### config.mk
export PLATFORM = sky130hd
export DESIGN_NAME = coin_dispenser
export DESIGN_NICKNAME = d
export VERILOG_FILES = /design/src/rtl/coffee_pkg.sv /design/src/rtl/ms_timer.sv /design/src/rtl/coin_dispenser.sv
export SDC_FILE = /design/constraint.sdc
export NUM_CORES = 1
export LEC_CHECK = 0
export ABC_AREA = 1
export CORE_MARGIN = 2
export CORE_UTILIZATION = 28
export CTS_BUF_LIST = sky130_fd_sc_hd__clkbuf_4 sky130_fd_sc_hd__clkbuf_8
export CTS_CLUSTER_SIZE = 28
export DETAILED_ROUTE_END_ITERATION = 12
export DONT_BUFFER_PORTS = 1
export PLACE_DENSITY = 0.44
export SLEW_MARGIN = 20
export SYNTH_ARGS = -nofsm -noshare
export SYNTH_HDL_FRONTEND = slang
export SYNTH_HIERARCHICAL = 1
export SYNTH_SLANG_ARGS = --single-unit
export TNS_END_PERCENT = 5
### constraint.sdc
create_clock -name clk -period 4.96 [get_ports clk]
set_clock_uncertainty 0.2 [all_clocks]
set_input_delay 0.744 -clock clk [delete_from_list [all_inputs] [get_ports clk]]
set_output_delay 0.744 -clock clk [all_outputs]
set_load 0.005 [all_outputs]
### src/rtl/coffee_pkg.sv
// rtl/coffee_pkg.sv - shared state encoding and constants for the coffee machine blocks
package coffee_pkg;

    typedef enum logic [2:0] {
        ST_IDLE = 3'd0,
        ST_CALC = 3'd1,
        ST_ON   = 3'd2,
        ST_OFF  = 3'd3,
        ST_DONE = 3'd4
    } disp_state_t;

    localparam int COIN_UNIT = 100;
    localparam int TICK_HZ   = 1000;

endpackage

### src/rtl/ms_timer.sv
// rtl/ms_timer.sv - counts tick strobes and pulses expire on the tick that reaches load
module ms_timer
    import coffee_pkg::*;
#(
    parameter int WIDTH = 16
) (
    input  logic             clk,
    input  logic             resetn,
    input  logic             tick,
    input  logic             clear,
    input  logic [WIDTH-1:0] load,
    output logic             expire
);

    logic [WIDTH-1:0] count;

    always_ff @(posedge clk) begin
        if (!resetn) begin
            count <= '0;
        end else if (clear) begin
            count <= '0;
        end else if (tick) begin
            count <= count + 1'b1;
        end
    end

    // Combinational so the owner can clear and change phase on the same edge.
    assign expire = tick && (({1'b0, count} + (WIDTH + 1)'(1)) == {1'b0, load});

endmodule

### src/rtl/coin_dispenser.sv
// rtl/coin_dispenser.sv - converts a won balance into paced 100-won coin pulses
module coin_dispenser
    import coffee_pkg::*;
#(
    parameter int MAX_COINS = 99,
    parameter int ON_MS     = 200,
    parameter int OFF_MS    = 200
) (
    input  logic        clk,
    input  logic        reset,
    input  logic        tick,
    input  logic        start,
    input  logic [15:0] amount,
    output logic        busy,
    output logic        done,
    output logic        coin_led,
    output logic        coin_strobe,
    output logic [7:0]  coins_left,
    output logic        err
);

    disp_state_t state;
    logic [15:0] rem;
    logic [15:0] timer_load;
    logic        timer_clear;
    logic        timer_expire;

    assign timer_load  = (state == ST_OFF) ? 16'(OFF_MS) : 16'(ON_MS);
    // Held clear outside the paced phases and on each phase change so every window starts at zero.
    assign timer_clear = timer_expire || !((state == ST_ON) || (state == ST_OFF));

    ms_timer #(
        .WIDTH(16)
    ) u_ms_timer (
        .clk   (clk),
        .resetn(reset),
        .tick  (tick),
        .clear (timer_clear),
        .load  (timer_load),
        .expire(timer_expire)
    );

    always_ff @(posedge clk) begin
        if (!reset) begin
            state       <= ST_IDLE;
            rem         <= '0;
            busy        <= 1'b0;
            done        <= 1'b0;
            coin_led    <= 1'b0;
            coin_strobe <= 1'b0;
            coins_left  <= '0;
            err         <= 1'b0;
        end else begin
            coin_strobe <= 1'b0;
            done        <= 1'b0;
            case (state)
                ST_IDLE: begin
                    if (start) begin
                        rem        <= amount;
                        coins_left <= '0;
                        err        <= 1'b0;
                        busy       <= 1'b1;
                        state      <= ST_CALC;
                    end
                end
                ST_CALC: begin
                    if (rem >= 16'(COIN_UNIT)) begin
                        // An oversized request dispenses nothing at all.
                        if (coins_left >= 8'(MAX_COINS)) begin
                            err        <= 1'b1;
                            coins_left <= '0;
                            busy       <= 1'b0;
                            done       <= 1'b1;
                            state      <= ST_DONE;
                        end else begin
                            rem        <= rem - 16'(COIN_UNIT);
                            coins_left <= coins_left + 8'd1;
                        end
                    end else begin
                        if (rem != '0) begin
                            err <= 1'b1;
                        end
                        if (coins_left == '0) begin
                            busy  <= 1'b0;
                            done  <= 1'b1;
                            state <= ST_DONE;
                        end else begin
                            coin_led    <= 1'b1;
                            coin_strobe <= 1'b1;
                            state       <= ST_ON;
                        end
                    end
                end
                ST_ON: begin
                    if (timer_expire) begin
                        coins_left <= coins_left - 8'd1;
                        coin_led   <= 1'b0;
                        state      <= ST_OFF;
                    end
                end
                ST_OFF: begin
                    if (timer_expire) begin
                        if (coins_left == '0) begin
                            busy  <= 1'b0;
                            done  <= 1'b1;
                            state <= ST_DONE;
                        end else begin
                            coin_led    <= 1'b1;
                            coin_strobe <= 1'b1;
                            state       <= ST_ON;
                        end
                    end
                end
                ST_DONE: begin
                    state <= ST_IDLE;
                end
                default: begin
                    state <= ST_IDLE;
                end
            endcase
        end
    end

endmodule

# [Word-level counts from Yosys, hierarchy flattened]
# Cells that the tools add are included.
[op_classes] add_sub_neg=5 n_lt_le_gt_ge=2 eq_ne=12 n_reduce_logical=18 muxes=41 n_bitwise=1
[ops] cell="$mux W16" n=3
[ops] cell="$mux W8" n=4
[ops] cell="$pmux W16 S2" n=1
[ops] cell="$pmux W8 S3" n=1
[ops] cell="$reduce_and A4 Y1" n=6
[ops] cell="$mux W1" n=20
[ops] cell="$mux W3" n=6
[ops] cell="$add A16 B1 Y17 const B" n=1
[ops] cell="$eq A17 B8 Y1 const B" n=1
[ops] cell="$add A16 B1 Y16 const B" n=1
[ops] cell="$ge A16 B7 Y1 const B" n=1
[ops] cell="$reduce_bool A16 Y1" n=1
[ops] cell="$sub A16 B7 Y16 const B" n=1
[ops] cell="$ne A2 B2 Y1 const B" n=6
[ops] cell="$pmux W3 S4" n=1
[ops] cell="$reduce_bool A3 Y1" n=3
[ops] cell="$add A8 B1 Y8 const B" n=1
[ops] cell="$ge A8 B7 Y1 const B" n=1
[ops] cell="$logic_not A8 Y1" n=1
[ops] cell="$sub A8 B1 Y8 const B" n=1
[ops] cell="$eq A3 B2 Y1 const B" n=2
[ops] cell="$ne A3 B3 Y1 const B" n=2
[ops] cell="$pmux W1 S2" n=3
[ops] cell="$pmux W1 S3" n=2
[ops] cell="other kinds (8)" n=9
[totals] ff_bits=48

# [Depth between registers and ports, before layout]
# Gate-level depths: netlist of run 1.
[logic_depth] ltp_word=5 ltp_mapped=21

# [Hierarchy]
# Netlist of run 1, hierarchy kept.
[modules_own_cells] mod="coin_dispenser" n_inst=1 cells_per_inst=364 area_each_um2=2209.6
[modules_own_cells] mod="ms_timer" n_inst=1 cells_per_inst=235 area_each_um2=1370.1

# [Worst setup path before layout of run 1]
# OpenSTA, ideal clock, no wires.
[synth_timing] kind="flip-flop to flip-flop" from="reg u_ms_timer.count[1]" to="reg u_ms_timer.count[15]" t_required_ps=4702 t_arrival_ps=2309 stages_incl_launch_ff=17 setup_ps=58 setup_slack_ps=2394 path_buffers=1 path_cell_list="dfxtp_1 > ha_1 > nand2_2 > nor2_4 > nand2_1 > nor2_1 > xnor3_1 > nand3_1 > nor2_2 > inv_1 > nand3_1 > nor2_1 > inv_1 > clkbuf_1 > a21oi_1 > o21ai_0 > inv_1"
[synth_between] elab_chain_cells=5 elab_cells_between_ends=6 classes_between="2 x add/sub; 1 x eq/ne; 3 x reduce/logical"
[synth_lines] item="start: declaration" line_no="ms_timer.sv:15" text="logic [WIDTH-1:0] count;"
[synth_lines] item="start signal: assignment" line_no="ms_timer.sv:23" text="count <= count + 1'b1;"
[synth_lines] item="$add A16 B1 Y17" line_no="ms_timer.sv:28" text="assign expire = tick && (({1'b0, count} + (WIDTH + 1)'(1)) == {1'b0, load});"
[synth_lines] item="$eq A17 B8 Y1" line_no="ms_timer.sv:28"
[synth_lines] item="$logic_and A1 B1 Y1" line_no="ms_timer.sv:28"
[synth_lines] item="net timer_expire" line_no="coin_dispenser.sv:26" text="logic timer_expire;"
[synth_lines] item="$logic_or A1 B1 Y1" line_no="coin_dispenser.sv:30" text="assign timer_clear = timer_expire || !((state == ST_ON) || (state == ST_OFF));"
[synth_lines] item="net timer_clear" line_no="coin_dispenser.sv:25" text="logic timer_clear;"
[synth_lines] item="$reduce_or A2 Y1 (no source line)"
# The timed path passes the listed nets, and every way through them passes these cells.
# A chain may end at the register's enable or synchronous reset.

# [Worst setup path in the final report of run 1]
# Same ends and word-level chain as after synthesis.

==> key figures, run 1 <==
Pwr
  • Pwr dens: 503 nW/um2
  • Switching Fraction: 0.513
  • Comb power frac: 0.560
  • Seq pwr share: 0.302
  • Int Power: 959 uW
  • Leak Pwr: 0.00182 uW
  • Clock share of power: 0.138
  • Worst IR drop on VDD: 0.136 mV
  • Overall Power: ~2000 uW
  • Sw Pwr: 1010 uW

Yosys
  • Yosys warnings: 6
  • Synth top area cells: dfxtp_1, nand2_1, inv_1
  • Syn Area/Cell: roughly 6 um2
  • Top post-synthesis cells by count: nand2_1, inv_1, nand3_1
  • Mapped Area: approximately 3600 um2
  • Seq/Total Area, Yosys: 0.268
  • Synth unique cells: 36
  • Cell taking the most area after synthesis: dfxtp_1
  • Async set-reset flop share out of synthesis: 0
  • Seq cells post-synth: 48
  • Number of synthesized flops with an enable pin: 0
  • Yosys top cell area share: 0.268
  • Post-Syn Instances: around 600
  • Ys flop type: dfxtp_1
  • Top-count cell post-synth: nand2_1

Global route
  • Largest net degree at the start of global routing: 24
  • Gr usage total: 0.147
  • Grt ovf: 0
  • Initial antenna violation count: 0
  • Vias in the first global route: 3442
  • First-pass GRT wire length: ~16000 um

Placement
  • Pre-CTS WS: 1.93 ns
  • Port buffer count: 0
  • Post-DP HPWL: 7020 um
  • Gpl congestion: approximately 0.8

Clocking
  • CTS tree: built
  • Clock transition at path regs: 0.10 ns
  • Hold Buf Count CTS: 0
  • Post-CTS setup buffers: 0
  • Clock buffer depth: 2
  • CTS root buf: clkbuf_8
  • Later-pin clock latency in the skew report: 0.33 ns
  • Clock sinks: between 40 and 50
  • CTS buffer count: 5
  • CTS H-tree depth: 2
  • Resized Gates After CTS: 0

STA
  • RSZ-0062 raised after global routing: no
  • Fin crit share: 0.612
  • Total negative setup slack: 0 ns
  • Final setup fails: 0
  • Endpoints failing hold: 0
  • Worst slew pin tran: 0.782 ns
  • Final setup margin: 1.92 ns
  • Minimum clock period: 3.04 ns
  • Max Fclk: 0.329 GHz
  • Fin. max-slew vios: 0
  • Max_slew headroom: 0.478

Flow run
  • Max-cap viol count: 0

Critical path
  • CP Max Fanout: 11
  • Crit Path Category: reg -> reg
  • Top cell family by delay on the critical path: simple AND/OR/NAND/NOR gates
  • Critical path, cell by cell: ha_1 -> nand2_2 -> nor2_4 -> nand2_1 -> nor2_1 -> xnor3_1 -> nand3_1 -> nor2_2 -> inv_1 -> nand3_1 -> nor2_1 -> inv_1 -> a21oi_1 -> o21ai_0 -> inv_1
  • Crit start category: register
  • Sum of buffers and inverters on the critical path: 3
  • Delay of the slowest cell on the worst path: 0.39 ns
  • CP Data Arrival Time: between 3 and 4 ns
  • CP most frequent cell: inv_1
  • R2R Path Start: u_ms_timer/count[1]
  • Critical Path End Type: register
  • Worst endpoint required time: 5.03 ns
  • Slowest-stage cell, CP: dfxtp_1
  • Worst Setup SP: u_ms_timer/count[1]

Layout
  • Layout cells sized above 1: 0.0824
  • Nets: 645
  • Final core area utilization: 0.312
  • Ant. Diodes: 0
  • Area growth syn-to-layout: 9.51%

Routing
  • DRC: 0
  • DR vias: 3559
  • Vias per cell: 4.50
  • Antenna-violating nets left: 0
  • WL/cell: between 10 and 15 um
  • Drt first-iter violations: about 160
  • First drt pass iteration count: 5
  • Final WL: 9360 um

Die
  • I/O pin cnt: 33
  • Die Ht: 117 um
  • Starting Density: 0.285
  • Core ar.: ~13000 um2
  • Die W: 117 um
  • Number of cell rows: 41
  • DIE AREA: roughly 14000 um2

Hold path
  • Min-delay src: rem[0]
  • Worst hold path class: reg -> reg

Run status
  • Status: completed
[sequential cells by signal (all words and copies together), names as in the netlist]
name,flops
rem,16
u_ms_timer/count,16
coins_left,8
state,3
busy,1
coin_led,1
coin_strobe,1
done,1
err,1
[worst paths after layout]
kind / end / slack (ns) / cells past startpoint
hold / removal: rem[0] / 0.27 / 2
setup reg to reg: u_ms_timer/count[15] / 1.92 / 15
hold reg to reg: rem[0] / 0.27 / 2
setup / recovery: u_ms_timer/count[15] / 1.92 / 15
[power groups by stage]
stage / Sequential (uW) / Clock (uW) / Combinational [uW]
2_1_floorplan: 568 / 0 / 918
3_3_place_gp: 605 / 0 / 1100
3_5_place_dp: 606 / 0 / 1110
4_1_cts: 597 / 292 / 1120
5_1_grt: 614 / 308 / 1280
6_report: 595 / 271 / 1100
[placed cells by master (no fill, tap or decap), types with 11 or more instances in the layout]
cell type and n:
nand3_1 54, a21oi_1 43, nand2_1 182, nor2_1 53, conb_1 29, nand4_1 12
o21ai_0 33, inv_1 79, nand2_2 11, dfxtp_1 48
[area by class of cell]
cell class                 count  area [um2]
clock buffer                   6        82.6
clock inverter                 2        15.0
fill                        1435        8650
inverter                      89         339
multi-input combinational    474        2310
sequential                    48         961
tap                          172         215
[cells by family after synthesis]
group	share of synthesized area
AO/OA/AOI/OAI	0.134
XOR/XNOR	0.0322
adder cells (fa/ha/maj)	0.0245
buffers and inverters	0.115
flip-flops	0.268
other	0.00210
AND/OR/NAND/NOR	0.424
[worst register-to-register path, delay by kind of cell, from the launching register on]
family,cells,cell delay (ns)
buffers and inverters,3,0.47
flip-flops,1,0.39
XOR/XNOR,1,0.24
AO/OA/AOI/OAI,2,0.30
adder cells (fa/ha/maj),1,0.22
AND/OR/NAND/NOR,8,1.15
[layer usage]
layer  share of wire  vias to the layer above  track usage  wire, um
met1            0.47                     1587        0.180      4380
met5               0                        -            0         0
met3           0.039                       12       0.0355       362
met2            0.48                       48        0.255      4460
li1                -                     1912            -         -
met4           0.016                        0       0.0455       151
[through the flow]
stage	hold slack, ns	instance area [um2]	std cells
floorplan	0.242	3680	626
global placement	0.253	3820	783
detailed placement	0.260	3820	783
CTS	0.268	3920	791
global route	0.256	3920	791
finish	0.272	3920	791
Note: power is estimated with default switching activity, not from simulation.
==> inputs of run 2 (changes only) <==
clock period = 2.9 ns   (was 4.96 ns; I/O delays follow)
==> run 2 against run 1 <==
Compared with the run above:
- non-clock buffer count is 10 higher
- count of clock-buffer cells in the layout shrank 1
- critical path depth grew 4
- flip-flop and latch count unchanged
- die area is the same
- worst setup slack got worse by 1.7 ns
- register-to-register slack got worse by 1.7 ns
- final cell count rose by 1.1%
- cell area increased by 3.8%
- via count grew 0.65%
- largest cell class unchanged
- highest routed layer unchanged
==> key figures, run 2 (synthesis results as in run 1) <==
Run status
  • Status: completed

Die
  • Number of cell rows: 41
  • Core ar.: 12600 um2
  • I/O pin cnt: 33
  • Die W: 117 um
  • DIE AREA: 13700 um2
  • Die Ht: around 120 um
  • Starting Density: 0.285

Hold path
  • Hold-critical path depth: 2
  • WHS Endpoint: busy
  • Worst hold path class: in -> reg
  • Min-delay src: reset

Critical path
  • Critical Path End Type: register
  • Worst endpoint required time: approximately 3 ns
  • Crit start category: register
  • Crit Path Category: reg -> reg
  • R2R Path Start: u_ms_timer/count[3]
  • R2R setup slack: 0.27 ns
  • CP Max Fanout: 11
  • RR Endpoint: u_ms_timer/count[15]
  • Path depth of the worst reg2reg path: 19
  • CP Data Arrival Time: 2.70 ns

Global route
  • First-pass GRT wire length: 16100 um
  • Vias in the first global route: 3417
  • Largest net degree at the start of global routing: 23
  • Gr usage total: 0.149
  • Initial antenna violation count: 0
  • Grt ovf: 0

Placement
  • Gpl congestion: 0.817
  • Dpl cells: roughly 790
  • Port buffer count: 0
  • Pre-CTS WS: roughly 0.13 ns
  • Placed Instance Area: 3890 um2
  • Post-DP HPWL: 7090 um

Clocking
  • CTS root buf: clkbuf_8
  • CTS H-tree depth: 2
  • Clock buffer depth: 2
  • CTS buffer count: 5
  • Clock transition at path regs: roughly 0.090 ns
  • Clock sinks: between 40 and 50
  • Later-pin clock latency in the skew report: 0.33 ns
  • CTS tree: built

Pwr
  • Int Power: 1840 uW
  • Worst IR drop on VDD: around 0.3 mV
  • Comb power frac: 0.548
  • Clock share of power: 0.167
  • Sw Pwr: 1730 uW
  • Pwr dens: 877 nW/um2
  • Seq pwr share: 0.285
  • Switching Fraction: 0.485
  • Leak Pwr: 0.00190 uW

STA
  • Endpoints failing hold: 0
  • Fin crit share: 0.907
  • Max_slew headroom: 0.515
  • Fin. max-slew vios: 0
  • Max Fclk: roughly 0.38 GHz
  • RSZ-0062 raised after global routing: no
  • Total negative setup slack: 0 ns
  • Worst slew pin tran: a little over 0.7 ns
  • Final setup margin: 0.270 ns
  • Minimum clock period: 2.63 ns
  • Final setup fails: 0

Flow run
  • Max-cap viol count: 0

Routing
  • DR vias: between 3000 and 4000
  • WL/cell: 11.8 um
  • Drt first-iter violations: 153
  • Final WL: 9450 um
  • Vias per cell: 4.48
  • Antenna-violating nets left: 0
  • DRC: 0
  • First drt pass iteration count: 4

Layout
  • Commonest non-fill, non-tap cells in the layout: nand2_1, inv_1, nand3_1, nor2_1, dfxtp_1
  • Ant. Diodes: 0
  • Area growth syn-to-layout: 13.6%
  • Top Registers: rem x16, u_ms_timer/count x16, coins_left x8
  • Most common cell after layout, fill and taps aside: nand2_1
  • Nets: about 660
  • Non-Filler Instances: 800
  • Finished Cell Area: about 4000 um2
  • Filler instances: between 1000 and 1500
  • Layout cells sized above 1: 0.100
-- run 2: repair_timing --
item	CTS	global route
endpoints found under the hold margin	4	0
hold buffers	2	0
gates resized for setup	0	7
setup endpoints to repair	0	18
setup buffers	0	0
-- run 2: layout make-up --
cell class              count  area [um2]  share of cell area
multi-input cells         474        2330               0.572
flip-flops and latches     48         962               0.237
inverters                  89         342              0.0840
well taps                 172         215              0.0529
repair buffers             10        92.6              0.0228
clock buffers               5        68.8              0.0169
clock inverters             2        60.1              0.0148
-- run 2: layer usage --
metal,track usage,share of wire
met1,0.184,0.46
met2,0.258,0.49
met3,0.0294,0.041
met4,0.0525,0.016
met5,0,0
-- run 2: power by group through the flow --
stage | clock, uW | sequential [uW] | combinational (uW)
2_1_floorplan | 0 | 971 | 1570
6_report | 594 | 1020 | 1950
5_1_grt | 645 | 1050 | 2280
4_1_cts | 629 | 1020 | 1950
3_3_place_gp | 0 | 1030 | 1930
3_5_place_dp | 0 | 1040 | 1930
-- run 2: metrics by stage --
step | util | hold WS, ns | total power (uW)
after floorplan | - | 0.242 | 2540
after global placement | 0.310 | 0.254 | 2970
after detailed placement | 0.310 | 0.265 | 2960
after CTS | 0.322 | 0.00780 | 3590
after global routing | 0.324 | 0.0199 | 3970
final | 0.324 | 0.0344 | 3570
-- run 2: worst max path at each step --
stage                             start              endpoint  slack, ns  depth (start not counted)
finish              u_ms_timer/count[3]  u_ms_timer/count[15]       0.27                         19
global route        u_ms_timer/count[0]   u_ms_timer/count[7]       0.03                         20
CTS                 u_ms_timer/count[0]  u_ms_timer/count[15]       0.09                         16
detailed placement  u_ms_timer/count[0]  u_ms_timer/count[15]       0.13                         16
global placement    u_ms_timer/count[0]   u_ms_timer/count[9]       0.17                         16
floorplan           u_ms_timer/count[1]  u_ms_timer/count[15]       0.33                         16
-- run 2: worst max-delay path, cell delays in order (launching register included) --
cell and delay, ns:
dfxtp_1 0.40, nand2_1 0.13, nor2_2 0.21, nand2_2 0.14
nor2_1 0.12, nand2_1 0.08, nand2_1 0.09, nand2_1 0.06
nand3_1 0.08, nor2_1 0.06, nand2_1 0.08, nor2_2 0.03
inv_1 0.10, nand3_2 0.14, nor2_2 0.15, inv_1 0.08
buf_12 0.15, a21oi_1 0.12, o21ai_0 0.10, inv_1 0.08
==> inputs of run 3 (changes only) <==
HOLD_SLACK_MARGIN = 0.02   (was not set)
PLACE_DENSITY = not set   (was 0.44)
PLACE_DENSITY_LB_ADDON = 0.05   (was not set)
==> run 3 against run 2 <==
Compared with the run above:
- worst hold slack improved by 0.0028 ns
- critical endpoint unchanged
- count of clock-buffer cells in the layout rose by 1
- clock power fell by 23%
==> key figures, run 3 (synthesis results as in run 1) <==
Run status
  • Status: completed

Routing
  • First drt pass iteration count: 4
  • WL/cell: 12.2 um
  • Antenna-violating nets left: 0
  • DRC: 0
  • Drt first-iter violations: between 100 and 150
  • Vias per cell: 4.44
  • DR vias: 3555
  • Final WL: 9740 um

Critical path
  • CP Data Arrival Time: 2.73 ns
  • Crit start category: register
  • Crit Path Category: reg -> reg
  • Worst endpoint required time: 2.97 ns
  • Critical Path End Type: register
  • CP Max Fanout: 11
  • Worst Setup SP: u_ms_timer/count[0]
  • R2R Path Start: u_ms_timer/count[0]

Global route
  • Gr usage total: 0.155
  • Vias in the first global route: 3370
  • Initial antenna violation count: 0
  • Grt ovf: 0
  • First-pass GRT wire length: 16500 um
  • Largest net degree at the start of global routing: 23

Clocking
  • Later-pin clock latency in the skew report: between 0.3 and 0.4 ns
  • CTS H-tree depth: 2
  • CTS buffer count: 5
  • CTS root buf: clkbuf_8
  • Clock transition at path regs: 0.10 ns
  • Clock buffer depth: 2
  • CTS tree: built
  • Clock sinks: 48

Layout
  • Top Registers: rem x16, u_ms_timer/count x16, coins_left x8
  • Layout cells sized above 1: 0.102
  • Most common cell after layout, fill and taps aside: nand2_1
  • Ant. Diodes: 0
  • Nets: 654
  • Commonest non-fill, non-tap cells in the layout: nand2_1, inv_1, nand3_1, nor2_1, dfxtp_1
  • Final core area utilization: 0.320
  • Area growth syn-to-layout: 12.4%

Pwr
  • Worst IR drop on VDD: between 0.2 and 0.25 mV
  • Pwr dens: 847 nW/um2
  • Overall Power: approximately 3400 uW
  • Leak Pwr: 0.00187 uW

STA
  • Fin crit share: 0.917
  • Endpoints failing hold: 0
  • Max Fclk: 0.376 GHz
  • Fin. max-slew vios: 0
  • Minimum clock period: 2.66 ns
  • RSZ-0062 raised after global routing: yes
  • Worst slew pin tran: 0.767 ns
  • Max_slew headroom: 0.488
  • Final setup fails: 0

Die
  • Die Ht: 117 um
  • Starting Density: 0.285
  • Core ar.: 12600 um2
  • Number of cell rows: 41
  • Die W: ~120 um
  • I/O pin cnt: 33
  • DIE AREA: 13700 um2

Flow run
  • Max-cap viol count: 0

Hold path
  • Min-delay src: reset
  • Worst hold path class: in -> reg

Placement
  • Post-DP HPWL: 7400 um
  • Port buffer count: 0
  • Gpl congestion: between 0.7 and 0.8
## run 3: changes by cell type in the layout (fill, tap and decap cells not counted), sizes merged
cell	change
buf	-1
clkinv	+2
bufinv	-2
clkbuf	+1
## run 3: final timing paths
path / endpoint / slack [ns] / depth (start not counted)
worst min register to register: rem[1] / 0.28 / 2
worst max register to register: u_ms_timer/count[15] / 0.24 / 18
worst min-delay path: rem[11] / 0.04 / 2
worst max-delay path: u_ms_timer/count[15] / 0.24 / 18
## run 3: repair_timing
item                                   CTS  global route
hold buffers                             2             0
endpoints found under the hold margin    8             0
gates resized for setup                  0             8
setup endpoints to repair                0            23
buffers inserted                         0             0
## run 3: report_power, final
part | leakage [uW] | internal [uW] | switching, uW
logic | 0.00143 | 655 | 1280
clock network | 0.0000510 | 191 | 264
registers | 0.000393 | 829 | 189
## run 3: layer usage
layer  vias to the layer above  track usage  share of wire
li1                       1929            -              -
met1                      1562        0.187           0.45
met2                        53        0.276           0.50
met3                        11       0.0273          0.040
met4                         0       0.0580          0.016
met5                         -            0              0
## run 3: final cells by class
cell class                      count  area (um2)
Inverter                           89         339
Sequential cell                    48         963
Clock buffer                        6        82.6
Fill cell                        1428        8550
Tap cell                          172         215
Clock inverter                      2        10.0
Multi-Input combinational cell    474        2330
Timing Repair Buffer                9        85.1
## run 3: critical path, stage by stage (launching register included)
cell	delay [ns]
dfxtp_2	0.36
ha_2	0.20
nand2_2	0.09
nor2_4	0.19
nand2_2	0.12
o21bai_1	0.18
nand2_1	0.10
nand2_1	0.06
nand2_1	0.04
nand3_1	0.10
nor2_2	0.04
inv_1	0.08
nand3_1	0.16
nor2_2	0.16
inv_1	0.08
buf_12	0.15
a21oi_1	0.11
o21ai_0	0.10
inv_1	0.07
## run 3: through the flow
step	cells	hold slack (ns)	TNS [ns]	setup slack (ns)	cell area, um2
floorplan	626	0.242	0	0.334	3680
global placement	790	0.254	0	0.135	3890
detailed placement	790	0.264	0	0.0654	3890
CTS	800	0.0253	0	0.0327	4000
global route	800	0.0274	-0.0639	-0.0274	4020
finish	800	0.0372	0	0.242	4020
